==> config.mk <==
export PLATFORM = sky130hd
export DESIGN_NAME = strobe_period_meter_flat
export DESIGN_NICKNAME = d
export VERILOG_FILES = /design/src/rtl/strobe_period_meter_if.sv /design/src/rtl/strobe_period_meter.sv /design/src/flat_wrapper.sv
export SDC_FILE = /design/constraint.sdc
export NUM_CORES = 1
export LEC_CHECK = 0
export CAP_MARGIN = 40
export CORE_ASPECT_RATIO = 0.75
export CORE_MARGIN = 3
export CORE_UTILIZATION = 59
export CTS_CLUSTER_SIZE = 10
export DETAILED_ROUTE_END_ITERATION = 6
export PLACE_DENSITY = 0.82
export SLEW_MARGIN = 20
export SYNTH_ARGS = -nofsm -noshare
export SYNTH_HDL_FRONTEND = slang
export SYNTH_SLANG_ARGS = --single-unit
export TNS_END_PERCENT = 20
==> constraint.sdc <==
create_clock -name clk -period 4.6 [get_ports clk]
set_input_delay 0.92 -clock clk [delete_from_list [all_inputs] [get_ports clk]]
set_output_delay 0.92 -clock clk [all_outputs]
set_load 0.005 [all_outputs]
==> src/rtl/strobe_period_meter_if.sv <==
// Tick input and measurement outputs of the strobe period meter.
// The meter side uses the slave modport; the tick source/consumer uses master.
interface strobe_period_meter_if #(
    parameter int BITLEN = 8
);
    logic              strobe_in;
    logic [BITLEN-1:0] period;
    logic              valid;
    logic              locked;
    logic              err;
    logic              timeout;

    modport master (
        output strobe_in,
        input  period,
        input  valid,
        input  locked,
        input  err,
        input  timeout
    );

    modport slave (
        input  strobe_in,
        output period,
        output valid,
        output locked,
        output err,
        output timeout
    );
endinterface

==> src/rtl/strobe_period_meter.sv <==
// Measures the spacing of a single-cycle strobe train and recovers the
// divider limit L (strobe every L+1 cycles); declares lock on a stable run.
module strobe_period_meter #(
    parameter int BITLEN   = 8,
    parameter int LOCK_CNT = 4
) (
    input  logic                  clk,
    input  logic                  n_rst,
    strobe_period_meter_if.slave  bus
);
    localparam int MW = (LOCK_CNT < 1) ? 1 : $clog2(LOCK_CNT + 1);

    localparam logic [1:0] S_IDLE   = 2'd0;
    localparam logic [1:0] S_ARMED  = 2'd1;
    localparam logic [1:0] S_TRACK  = 2'd2;
    localparam logic [1:0] S_LOCKED = 2'd3;

    localparam logic [BITLEN-1:0] CNT_MAX = '1;
    localparam logic [MW-1:0]     LOCK_N  = MW'(LOCK_CNT);
    localparam logic [MW-1:0]     ONE     = MW'(1);
    localparam bit                SINGLE  = (LOCK_CNT == 1);

    logic [1:0]        state;
    logic [BITLEN-1:0] cnt;
    logic [BITLEN-1:0] cand;
    logic [MW-1:0]     match_cnt;
    logic [BITLEN-1:0] period_q;
    logic              valid_q;
    logic              locked_q;
    logic              err_q;
    logic              timeout_q;

    logic              ev;
    logic              hit;
    logic              tmo;
    logic [MW-1:0]     match_inc;

    assign ev        = bus.strobe_in;
    assign hit       = (cnt == cand);
    assign match_inc = match_cnt + ONE;
    // An event on the saturated count is still a valid measurement.
    assign tmo       = !ev && (cnt == CNT_MAX) && (state != S_IDLE);

    always_ff @(posedge clk) begin
        if (n_rst) begin
            state     <= S_IDLE;
            cnt       <= '0;
            cand      <= '0;
            match_cnt <= '0;
            period_q  <= '0;
            valid_q   <= 1'b0;
            locked_q  <= 1'b0;
            err_q     <= 1'b0;
            timeout_q <= 1'b0;
        end else begin
            valid_q   <= 1'b0;
            err_q     <= 1'b0;
            timeout_q <= 1'b0;

            if (ev)
                cnt <= '0;
            else if (cnt != CNT_MAX)
                cnt <= cnt + 1'b1;

            unique case (1'b1)
                tmo: begin
                    timeout_q <= 1'b1;
                    locked_q  <= 1'b0;
                    match_cnt <= '0;
                    state     <= S_IDLE;
                end
                ev: begin
                    unique case (state)
                        S_IDLE: begin
                            state <= S_ARMED;
                        end
                        S_ARMED: begin
                            period_q  <= cnt;
                            valid_q   <= 1'b1;
                            cand      <= cnt;
                            match_cnt <= ONE;
                            state     <= SINGLE ? S_LOCKED : S_TRACK;
                            locked_q  <= SINGLE;
                        end
                        S_TRACK: begin
                            period_q <= cnt;
                            valid_q  <= 1'b1;
                            if (hit) begin
                                match_cnt <= match_inc;
                                if (match_inc == LOCK_N) begin
                                    state    <= S_LOCKED;
                                    locked_q <= 1'b1;
                                end
                            end else begin
                                cand      <= cnt;
                                match_cnt <= ONE;
                            end
                        end
                        S_LOCKED: begin
                            period_q <= cnt;
                            valid_q  <= 1'b1;
                            if (!hit) begin
                                err_q     <= 1'b1;
                                cand      <= cnt;
                                match_cnt <= ONE;
                                // A one-deep lock relocks on the new value at once.
                                if (!SINGLE) begin
                                    locked_q <= 1'b0;
                                    state    <= S_TRACK;
                                end
                            end
                        end
                        default: state <= S_IDLE;
                    endcase
                end
                default: ;
            endcase
        end
    end

    assign bus.period  = period_q;
    assign bus.valid   = valid_q;
    assign bus.locked  = locked_q;
    assign bus.err     = err_q;
    assign bus.timeout = timeout_q;
endmodule

==> src/flat_wrapper.sv <==
// flat-port wrapper written by rule: the top's interface ports become plain ports
module strobe_period_meter_flat 
#(
    parameter int BITLEN   = 8,
    parameter int LOCK_CNT = 4
)
  (clk, n_rst, bus_strobe_in, bus_period, bus_valid, bus_locked, bus_err, bus_timeout);
  strobe_period_meter_if #(.BITLEN(BITLEN)) bus_i ();
  input  logic clk;
  input  logic n_rst;
  input wire logic [$bits(bus_i.strobe_in)-1:0] bus_strobe_in;
  output wire logic [$bits(bus_i.period)-1:0] bus_period;
  output wire logic [$bits(bus_i.valid)-1:0] bus_valid;
  output wire logic [$bits(bus_i.locked)-1:0] bus_locked;
  output wire logic [$bits(bus_i.err)-1:0] bus_err;
  output wire logic [$bits(bus_i.timeout)-1:0] bus_timeout;
  assign bus_i.strobe_in = bus_strobe_in;
  assign bus_period = bus_i.period;
  assign bus_valid = bus_i.valid;
  assign bus_locked = bus_i.locked;
  assign bus_err = bus_i.err;
  assign bus_timeout = bus_i.timeout;
  strobe_period_meter #(.BITLEN(BITLEN), .LOCK_CNT(LOCK_CNT)) u_core (.clk(clk), .n_rst(n_rst), .bus(bus_i));
endmodule
After elaboration in Yosys (flattened, before gate mapping)
Cells that the tools add are included.

Flip-flop bits (word level): 33. Word-level logic and storage cells: 61. Input port bits: 3.

Reduce and logical (&&, ||, !) cells: 17. Add/subtract/negate cells: 2. Mux-type cells: 19. Bitwise operators: 2. Equality and inequality tests: 12.

Operator list (count): case mux 8 bit (2 select lines) (1); case mux 3 bit (3 select lines) (1); adder 8 x 1 -> 8 bit, second input constant (1); == test 8 bit (1); == test 8 bit, second input constant (1); 2-to-1 mux 8 bit (1); inequality test 8 bit, second input constant (1); case mux 2 bit (4 select lines) (1); 2-to-1 mux 1 bit (6); 2-to-1 mux 2 bit (3); 2-to-1 mux 3 bit (2); inequality test 3 x 2 -> 1 bit, second input constant (2); case mux 3 bit (2 select lines) (1); AND reduction 3 bit (2); nonzero test 2 bit (3); OR reduction 2 bit (3); OR reduction 3 bit (2); AND reduction 5 bit (1); == test 2 bit, second input constant (2); inequality test 4 x 1 -> 1 bit, second input constant (1); case mux 2 bit (2 select lines) (1); AND reduction 4 bit (1); adder 3 x 1 -> 3 bit, second input constant (1); == test 3 bit, second input constant (1); 10 further kinds (12).

Longest topological paths before layout
Depth after elaboration: 6. Mapped depth: 7. Gate-level depth less buffers: 6.

Worst setup path before layout
Ideal clock, no wire load.

Kind: input to register. From: input port bus_strobe_in. To: register u_core.cand[0]. Path slack: 2.828 ns. Setup time: 0.128 ns. Arrival: 1.644 ns. Stages on the path: 4. Path through: o21ai_0 > a31oi_4 > mux2i_1 > nor2_1.

Cells in the longest elaborated chain, start to end: 1.

Ends and longest elaborated chain: start, declared (line flat_wrapper.sv:11) `input wire logic [$bits(bus_i.strobe_in)-1:0] bus_strobe_in;`; AND reduction 3 bit (no source line); end signal, assigned (line strobe_period_meter.sv:80) `cand <= cnt;`; end signal, assigned (line strobe_period_meter.sv:95) `cand <= cnt;`; end signal, assigned (line strobe_period_meter.sv:104) `cand <= cnt;`; end, declared (line strobe_period_meter.sv:25) `logic [BITLEN-1:0] cand;`.

No other way between the ends. A chain may end at the register's enable or synchronous reset.

Final worst setup path
From: input port bus_strobe_in. To: register u_core.cand[4].

The elaborated chain is that of the path after synthesis.

==> impl_summary.md <==
Global route
The first global-routing pass estimated 5560 µm of wire. The global routing stage identified its most utilized layer as met2. The global-route met2 utilization is 37.0%.

In the global route stage, met1 resource usage came out at 28.5%. The total congestion overflow is 0. The initial antenna violation count came to 0. The via count of the first global-routing pass is 1231. Global routing consumed, over all layers together, 22.9% of the routing resources. The met3 layer usage reported by global route is 8.43%. Entering global routing, the biggest net connects 26 pins.

Finish
After the flow finishes, the layout carries non-filler instances totaling 213. The filler cell count in the final layout is 183. The repair_antennas step left the layout with diodes totalling 0.

The number of nets in the final layout is 185. The fraction of final layout cells with drive strength greater than 1 is under 10%. The post-synthesis to final-layout area growth is 14.4%. Summing all multi-input logic gate instances after layout gives a little under 800 µm². The register area is 661 µm².

Worst setup path
The data arrival time at the worst-slack endpoint is 2.51 ns. The worst setup path is launched from an input pin. The sort of element at the end of the critical path is a flip-flop. In this run the critical register-to-register path is launched from u_core.cnt[1].

The launching element of the worst setup path is bus_strobe_in. The worst setup path category is input pin to flip-flop. The required time reported for the critical path endpoint is roughly 4.8 ns. The maximum fanout count along the critical path is 9. The slack of the worst reg-to-reg path is approximately 2.7 ns.

Worst hold path
The source of the worst hold timing path is u_core.bus.period[6]. The class of the tightest hold or removal check is flip-flop to flip-flop.

Timing
The sum of negative setup slack is 0 ns. The worst pin sits at a relative slew slack of around 62%. Across all setup checks in the final design, the least slack found is 2.32 ns. Setup repair after global routing left no endpoint under its margin. The peak clock frequency supported by timing is around 0.44 GHz. After layout, the minimum clock period comes to 2.28 ns. For the final database, setup skew stands at 0.00783 ns.

The number of max-slew violations in the final report is 0. The final clock period utilization by the worst path is roughly 50%. The setup violation total in the final timing report is 0.

At the pin with the least slew margin, the transition time is roughly 0.57 ns. The number of endpoints with negative hold slack in the final report is 0.

Logic synthesis
Yosys attributes the largest share of cell area to dfxtp_1 (44%), mux2i_1 (6.6%), xor2_1 (6.4%). After Yosys synthesis, XOR and XNOR cells account for 6.98% of the synthesized area. The primary flip-flop cell chosen by synthesis mapping is dfxtp_1. Counting every instance in the synthesized netlist gives approximately 170. The largest family of logic cells by synthesized area is simple AND/OR/NAND/NOR gates.

The most common cell in the netlist is dfxtp_1. The adder-cell area share of the yosys netlist is 2.49%. The net count after synthesis is 174. The fraction of synthesis flops using an asynchronous set or reset pin is 0%. For this run, the number of Yosys warnings is 0.

By count the netlist is led by dfxtp_1 (33), nor2_1 (24), nand2_1 (20). The number of enable-type register cells in the synthesized netlist is 0. Multiplexer cells account for 6.64% of the synthesized area. The netlist uses 41 different library cells.

The largest total area in the synthesized netlist belongs to dfxtp_1. After synthesis, the largest area contributor takes up 43.9% of total cell area. The synthesized-area fraction occupied by ao, oa, aoi and oai cells is about 14%. The synthesized cell area is approximately 1500 µm². The flop and latch count out of synthesis is 33.

The post-synthesis average cell area is between 8 and 9 µm². The synthesized netlist devotes 21.8% of its cell area to simple gates. Of the synthesized area, sequential elements account for around 44%.

Status
The run finished with clean final reports.

Power and ir drop
The worst-case vdd ir drop is 212 µV. The power per unit of standard cell area is 321 nW/µm². The leakage power of the design is approximately 0.67 nW.

CTS
The tree built by TritonCTS fans out to 33 sinks. The insertion delay of the later-clocked pin in the worst-skew pair is 0.33 ns. The post-cts resize count is 0. The clock transition time at the flip-flop clock pins of the worst setup and hold paths is 0.10 ns. The maximum clock path buffer count is 2. Hold repair after CTS inserted 0 buffers. The clock tree from TritonCTS is built. The root buffer cell chosen for the clock tree is clkbuf_4. The H-tree was split into 2 levels. The number of clock buffers added by TritonCTS is 5. The number of setup buffers added after CTS is 0.

Floorplanning
The floorplan die area is roughly 3200 µm². In this run the core area contains 15 standard-cell rows. The initial standard-cell utilization of the core is about 64%. The height of the chip is 49.8 µm. The floorplan core area is 2360 µm².

The count of boundary I/O pins is 15. The horizontal extent of the die is 64.3 µm.

Drt
The vias after detailed routing is approximately 1.2k. The first TritonRoute pass finished after 4 iterations. The remaining routing DRC violations is 0. Dividing the detail-routed wire length by the instance count gives 14.7 µm.

The remaining antenna violation count after routing is 0. The number of DRC markers after the initial detailed-route iteration is 145. Summed over all layers, the routed wires come to between 3000 and 4000 µm. The detailed-route vias per instance is 5.73.

Place
The post-placement worst setup slack is 1.87 ns. The quantity of I/O buffers inserted on ports is 14. The final RePlAce weighted congestion is 0.793.

In this run, placement finished with an instance count of 205. The detailed-placement wirelength estimate is about 2200 µm.

Flow run
The max-cap violation count is 0.
## state kept, by name, summed over array words and instances, names as in the netlist
register and flops:
u_core.bus.locked 1, u_core.bus.timeout 1, u_core.cand 8, u_core.match_cnt 3
u_core.bus.period 8, u_core.bus.err 1, u_core.state 2, u_core.cnt 8
u_core.bus.valid 1
## power by group
group	internal, mW	total (mW)	switching (mW)
Sequential	0.290	0.297	0.00709
Combinational	0.0192	0.0479	0.0286
Clock	0.111	0.208	0.0973
## placed cells by master (no fill, tap or decap), types with 2 or more instances in the layout
master,instances
dfxtp_1,33
nor2_1,24
nand2_1,20
a21oi_1,14
clkdlybuf4s50_1,14
xor2_1,11
mux2i_1,10
o21ai_0,5
clkbuf_4,5
nand4_1,3
nor3_1,3
ha_1,3
a211oi_1,2
or2b_1,2
o21a_1,2
## cells by family after synthesis
kind of cell,Yosys count
and+or+nand+nor,65
DFF,33
AOI/OAI and AO/OA,32
buffers and inverters,13
xor gates and xnor gates,12
muxes,10
adders and majority gates,3
## layout make-up
class	count	area share (%)
multi-input combinational	122	45.5
sequential	33	38.3
timing repair buffer	16	9.22
tap	34	2.47
clock buffer	5	2.18
clock inverter	2	2.03
inverter	1	0.218
## final timing paths
kind | cells past startpoint | endpoint
setup / recovery | 5 | u_core.cand[4]
hold / removal | 2 | u_core.bus.period[6]
setup reg to reg | 6 | u_core.bus.locked
hold reg to reg | 2 | u_core.bus.period[6]
## per-layer routing
| layer | wire length (µm) | share of wire [%] |
|---|---|---|
| met3 | 214 | 6.8 |
| met5 | 0 | 0 |
| met1 | 1370 | 44 |
| met4 | 32 | 1.0 |
| met2 | 1530 | 49 |
## critical path: stages
cell and delay, ns:
clkdlybuf4s50_1 0.63, o21ai_0 0.26, a31oi_4 0.40, mux2i_1 0.24, nor2_1 0.06
## per-stage QoR
stage	utilization, %	power (mW)	hold WS (ns)	cell area [µm²]
2_1_floorplan	-	0.338	0.445	1510
3_3_place_gp	69.3	0.348	0.449	1640
3_5_place_dp	69.3	0.350	0.451	1640
4_1_cts	72.4	0.552	0.468	1710
5_1_grt	72.9	0.573	0.495	1720
6_report	72.9	0.553	0.469	1720
(Power assumes the default switching activity.)
